--- config.mk ---
export PLATFORM = sky130hd
export DESIGN_NAME = dz_scan
export DESIGN_NICKNAME = d
export VERILOG_FILES = /design/src/rtl/dz_scan.sv
export SDC_FILE = /design/constraint.sdc
export NUM_CORES = 1
export LEC_CHECK = 0
export ABC_AREA = 1
export BUFFER_PORTS_ARGS = -buffer_cell sky130_fd_sc_hd__buf_2
export CAP_MARGIN = 20
export CORE_MARGIN = 2
export CORE_UTILIZATION = 65
export CTS_BUF_LIST = sky130_fd_sc_hd__clkbuf_8
export CTS_CLUSTER_DIAMETER = 100
export DETAILED_ROUTE_END_ITERATION = 16
export PLACE_DENSITY = 0.88
export SYNTH_ARGS = -nofsm -noshare
export SYNTH_HDL_FRONTEND = slang
export SYNTH_SLANG_ARGS = --single-unit
--- constraint.sdc ---
create_clock -name clk -period 3.85 [get_ports clk]
set_clock_uncertainty 0.2 [all_clocks]
set_input_delay 0.77 -clock clk [delete_from_list [all_inputs] [get_ports clk]]
set_output_delay 0.77 -clock clk [all_outputs]
set_load 0.005 [all_outputs]
--- src/rtl/dz_scan.sv ---
// 8x8 bicolour dot-matrix row scanner with per-frame image/colour latching and row dead time.
// Optional green blink is enabled by defining DZ_SCAN_BLINK_EN.
module dz_scan #(
  parameter int SCAN_DIV     = 1000,
  parameter int BLINK_FRAMES = 32
) (
  input  logic       clk,
  input  logic       dst,
  input  logic [3:0] num,
  input  logic       fail,
  output logic [7:0] row,
  output logic [7:0] colg,
  output logic [7:0] colr
);

  localparam int DIV_W = $clog2(SCAN_DIV);
  localparam logic [DIV_W-1:0] DIV_LAST = DIV_W'(SCAN_DIV - 1);

  if (SCAN_DIV < 2 || SCAN_DIV > 65535 || BLINK_FRAMES < 1 || BLINK_FRAMES > 255) begin : g_bad_params
    $error("dz_scan: SCAN_DIV or BLINK_FRAMES out of range");
  end

  logic [DIV_W-1:0] div_q, div_d;
  logic [2:0]       ridx_q, ridx_d;
  logic [3:0]       img_q, img_d;
  logic             col_sel_q, col_sel_d;
  logic             started_q, started_d;
  logic [7:0]       row_q, row_d;
  logic [7:0]       colg_q, colg_d;
  logic [7:0]       colr_q, colr_d;
`ifdef DZ_SCAN_BLINK_EN
  logic [7:0]       fcnt_q, fcnt_d;
  logic             blink_on_q, blink_on_d;
`endif

  logic       term;
  logic       frame_end;
  logic       lit;
  logic [7:0] row_sel;
  logic [7:0] rom_byte;

  // Row r of an image sits in bits [8r+7:8r]; bit 7 of each byte is the leftmost column.
  function automatic logic [7:0] rom_row(input logic [3:0] idx, input logic [2:0] r);
    logic [63:0] pat;
    case (idx)
      4'd0:    pat = 64'h003C6666766E663C;
      4'd1:    pat = 64'h007E181818183818;
      4'd2:    pat = 64'h007E60300C06663C;
      4'd3:    pat = 64'h003C66061C06663C;
      4'd4:    pat = 64'h000C0C7E6C3C1C0C;
      4'd5:    pat = 64'h003C6606067C607E;
      4'd6:    pat = 64'h003C6666667C603C;
      4'd7:    pat = 64'h00303030180C067E;
      4'd8:    pat = 64'h003C66663C66663C;
      4'd9:    pat = 64'h00380C063E66663C;
      4'd15:   pat = 64'hFFFFFFFFFFFFFFFF;
      default: pat = 64'h0000000000000000;
    endcase
    return pat[{r, 3'b000} +: 8];
  endfunction

  for (genvar gi = 0; gi < 8; gi++) begin : g_row_sel
    assign row_sel[gi] = (ridx_q == 3'(gi));
  end

  assign rom_byte = rom_row(img_q, ridx_q);

  always_comb begin
    term      = (div_q == DIV_LAST);
    frame_end = term && (ridx_q == 3'd7);
    div_d     = term ? '0 : div_q + 1'b1;
    ridx_d    = term ? ridx_q + 3'd1 : ridx_q;
    img_d     = frame_end ? num : img_q;
    col_sel_d = frame_end ? fail : col_sel_q;
    // Nothing is lit until the first boundary has latched a real selection.
    started_d = started_q | frame_end;

`ifdef DZ_SCAN_BLINK_EN
    fcnt_d     = fcnt_q;
    blink_on_d = blink_on_q;
    if (frame_end) begin
      if (fail && !col_sel_q) begin
        fcnt_d     = 8'd0;
        blink_on_d = 1'b1;
      end else if (fcnt_q == 8'(BLINK_FRAMES - 1)) begin
        fcnt_d     = 8'd0;
        blink_on_d = ~blink_on_q;
      end else begin
        fcnt_d = fcnt_q + 8'd1;
      end
    end
    lit = started_q && (div_q != '0) && (!col_sel_q || blink_on_q);
`else
    lit = started_q && (div_q != '0);
`endif

    row_d  = lit ? ~row_sel : 8'hFF;
    colg_d = (lit && col_sel_q)  ? rom_byte : 8'h00;
    colr_d = (lit && !col_sel_q) ? rom_byte : 8'h00;
  end

  always_ff @(posedge clk or negedge dst) begin
    if (!dst) begin
      div_q      <= '0;
      ridx_q     <= 3'd0;
      img_q      <= 4'd14;
      col_sel_q  <= 1'b0;
      started_q  <= 1'b0;
      row_q      <= 8'hFF;
      colg_q     <= 8'h00;
      colr_q     <= 8'h00;
`ifdef DZ_SCAN_BLINK_EN
      fcnt_q     <= 8'd0;
      blink_on_q <= 1'b1;
`endif
    end else begin
      div_q      <= div_d;
      ridx_q     <= ridx_d;
      img_q      <= img_d;
      col_sel_q  <= col_sel_d;
      started_q  <= started_d;
      row_q      <= row_d;
      colg_q     <= colg_d;
      colr_q     <= colr_d;
`ifdef DZ_SCAN_BLINK_EN
      fcnt_q     <= fcnt_d;
      blink_on_q <= blink_on_d;
`endif
    end
  end

  assign row  = row_q;
  assign colg = colg_q;
  assign colr = colr_q;

endmodule

==> results_dict.tcl <==
set metrics [dict create \
    drive_above_1_share_pct 20.67 \
    ys_warn_count 0 \
    synthToLayoutAreaGrowth_pct 8.704 \
    clock_path_buffers 2 \
    place_inst 398 \
    crit_family "simple AND/OR/NAND/NOR gates" \
    syn_avg_cell_area_um2 7.690 \
    synth_area_um2 2530 \
    fmax_mhz 462.2 \
    reg2reg_from "img_q[1]$_DFFE_PN1P_" \
    drc 0 \
    final_common_cell "nand2_1" \
    synth-seq-cells 41 \
    r2r_end "colg[1]$_DFF_PN0_" \
    grt_overflow_total 0 \
    hold_buffers 0 \
    p_leak_uw 0.001527 \
    drt_first_pass_iters 6 \
    antenna_found_initial 0 \
    htreeDepth 2 \
    fin_util_pct 74.56 \
    post-cts-setup-buffer-count 0 \
    worstSkewPairLatency_ns 0.30 \
    critPathMaxStageDelay_ns 0.58 \
    outcome "complete, no violations" \
    cp.buffers_inverters 2 \
    whs_path_depth 2 \
    numCtsBuffers 5 \
    hold-path-endpoint "started_q$_DFF_PN0_" \
    drt_iter0_drc 183 \
    chipWidth_um 66.39 \
    r2r_slack_ns 1.69 \
    vias_per_cell 5.596 \
    hold_slack_ns 0.2868 \
    worstMarginPinSlew_ns 0.8670 \
    setup_tns_ns 0 \
    endpoint_kind "flop" \
    crit_required_ns 3.87 \
    seq_area_frac_synth_pct 41.10 \
    clk_pin_slew_ns 0.08 \
    dieArea_um2 4407 \
    coreArea_um2 3689 \
    first_global_vias 2060 \
    hold_viol 0 \
    postCtsResizedCells 0 \
    final_cells 406 \
    critical_path.most_common_cell "nand2_1" \
    drv_slew 0 \
    r2r_cells 10 \
    fin_crit_sh_pct 56.20 \
    slew_headroom_pct 42.20 \
    worst-path-stages 10 \
    rsz0062_at_grt "false" \
    cts_root_buffer "clkbuf_8" \
    power_density_nw_per_um2 270.4 \
    hpwl_um 4002 \
    place.gp.congestion 0.9354 \
    final_antenna_net_count 0 \
    criticalPathCategory "reg2reg" \
    cts_tree "done" \
    wirelength_um 5568 \
    worstPathCellList "inv_1 -> ha_1 -> inv_1 -> nand2_1 -> nand4_1 -> nand3_1 -> nand2_1 -> nand2_1 -> nand2_1 -> nor2_1" \
    clock_sinks 41 \
    initial_utilization_pct 68.59 \
    grt_max_degree 42 \
    finalSetupViolCount 0 \
    synthCells 329 \
    cap_violations 0 \
    nets 379 \
    critPathArrivalTime_ns 2.19 \
    crit_fanout 8 \
    rows 22 \
    grt.total_usage_pct 27.73 \
    ys_types 31 \
    worst_setup_path_start_kind "flop" \
    hold_class "reg2reg" \
    io_buffer_count 30 \
    io-pin-count 31 \
    mostFrequentLayoutCells "104 x nand2_1, 38 x nand3_1, 37 x nor2_1" \
    setup_ws_ns 1.686 \
    die_h_um 66.39 \
    wl_per_cell_um 13.71 \
    num_vias 2272 \
    hp-start "started_q$_DFF_PN0_" \
    syn-num-nets 351 \
    vdd_drop_max_v 0.0001999 \
    grt_pass1_wl_um 9239 \
    diodes 0 \
    period_minus_slack_ns 2.164 \
    crit_path_top_delay_cell "dfstp_2" \
    place_ws_ns 1.743 \
]
==> per-stage QoR <==
step,instance area [um^2],power [uW]
CTS,2750,742.9
detailed placement,2654,450.0
global placement,2654,449.3
floorplan,2530,439.0
finish,2750,743.5
global route,2750,760.3
==> cells in the mapped netlist <==
master | count | share of area, %
buf_6 | 5 | 2.2
inv_6 | 1 | 0.35
o221ai_1 | 1 | 0.35
nand2_4 | 4 | 1.8
nand2_2 | 5 | 1.2
nor2_1 | 37 | 5.5
xor2_1 | 2 | 0.69
nand3_1 | 38 | 7.5
inv_2 | 4 | 0.59
ha_1 | 15 | 7.4
nor2_2 | 4 | 0.99
buf_4 | 4 | 1.2
or2_1 | 1 | 0.25
o21ai_0 | 3 | 0.59
o211ai_1 | 1 | 0.30
inv_1 | 24 | 3.6
dfstp_2 | 11 | 11
nand2_1 | 104 | 15
nand3_2 | 2 | 0.79
a21oi_1 | 11 | 2.2
nor3_1 | 6 | 1.2
nand3_4 | 1 | 0.69
nor4_1 | 1 | 0.25
clkinv_1 | 1 | 0.15
a21o_1 | 1 | 0.30
o211ai_2 | 1 | 0.49
dfrtp_1 | 30 | 30
nand4_1 | 5 | 1.2
a21oi_2 | 2 | 0.69
nor3_2 | 1 | 0.40
o21ai_1 | 3 | 0.59
==> how the worst max path moves through the flow <==
stage / start / to / slack [ns]
2_1_floorplan: img_q[1]$_DFFE_PN1P_ / colg[3]$_DFF_PN0_ / 1.93
3_3_place_gp: img_q[1]$_DFFE_PN1P_ / colg[6]$_DFF_PN0_ / 1.78
3_5_place_dp: img_q[1]$_DFFE_PN1P_ / colg[6]$_DFF_PN0_ / 1.74
4_1_cts: img_q[1]$_DFFE_PN1P_ / colg[1]$_DFF_PN0_ / 1.72
5_1_grt: img_q[1]$_DFFE_PN1P_ / colg[6]$_DFF_PN0_ / 1.50
6_report: img_q[1]$_DFFE_PN1P_ / colg[1]$_DFF_PN0_ / 1.69
==> flip-flops by register name, indices dropped and copies added, names as in the netlist <==
| signal | count |
|---|---|
| div_q | 10 |
| row | 8 |
| colr | 7 |
| img_q | 4 |
| started_q | 1 |
| ridx_q | 3 |
| col_sel_q | 1 |
| colg | 7 |
==> per-layer routing <==
layer	vias to the layer above	track usage, %	share of wire, %
li1	1111	-	-
met1	1017	35.68	41
met2	125	46.13	47
met3	19	5.792	9.1
met4	0	9.694	2.2
met5	-	0	0
==> power by group <==
group          internal, uW  switching (uW)  total [uW]
Sequential              431               0         431
Combinational          2.10            8.31        10.4
Clock                   145             157         302
==> cells by family after synthesis <==
kind of cell    after synthesis  share of synthesized area [%]
compound gates               23                          5.489
xor+xnor                      2                         0.6925
fa+ha+maj                    15                          7.418
buf+inv                      39                          8.061
flops                        41                          41.10
simple gates                209                          37.24
==> worst min-delay path: stages, from the launching register on <==
cell     delay [ns]
dfrtp_1        0.36
inv_1          0.04
nand2_1        0.05
==> area by class of cell <==
| type | instances | area (um^2) |
|---|---|---|
| clock inverter | 2 | 13.76 |
| clock buffer | 6 | 82.58 |
| timing repair buffer | 30 | 150.1 |
| sequential | 41 | 1040 |
| inverter | 30 | 117.6 |
| fill | 278 | 938.4 |
| multi-input combinational | 249 | 1286 |
| tap | 48 | 60.06 |
Note: power is estimated with default switching activity, not from simulation.
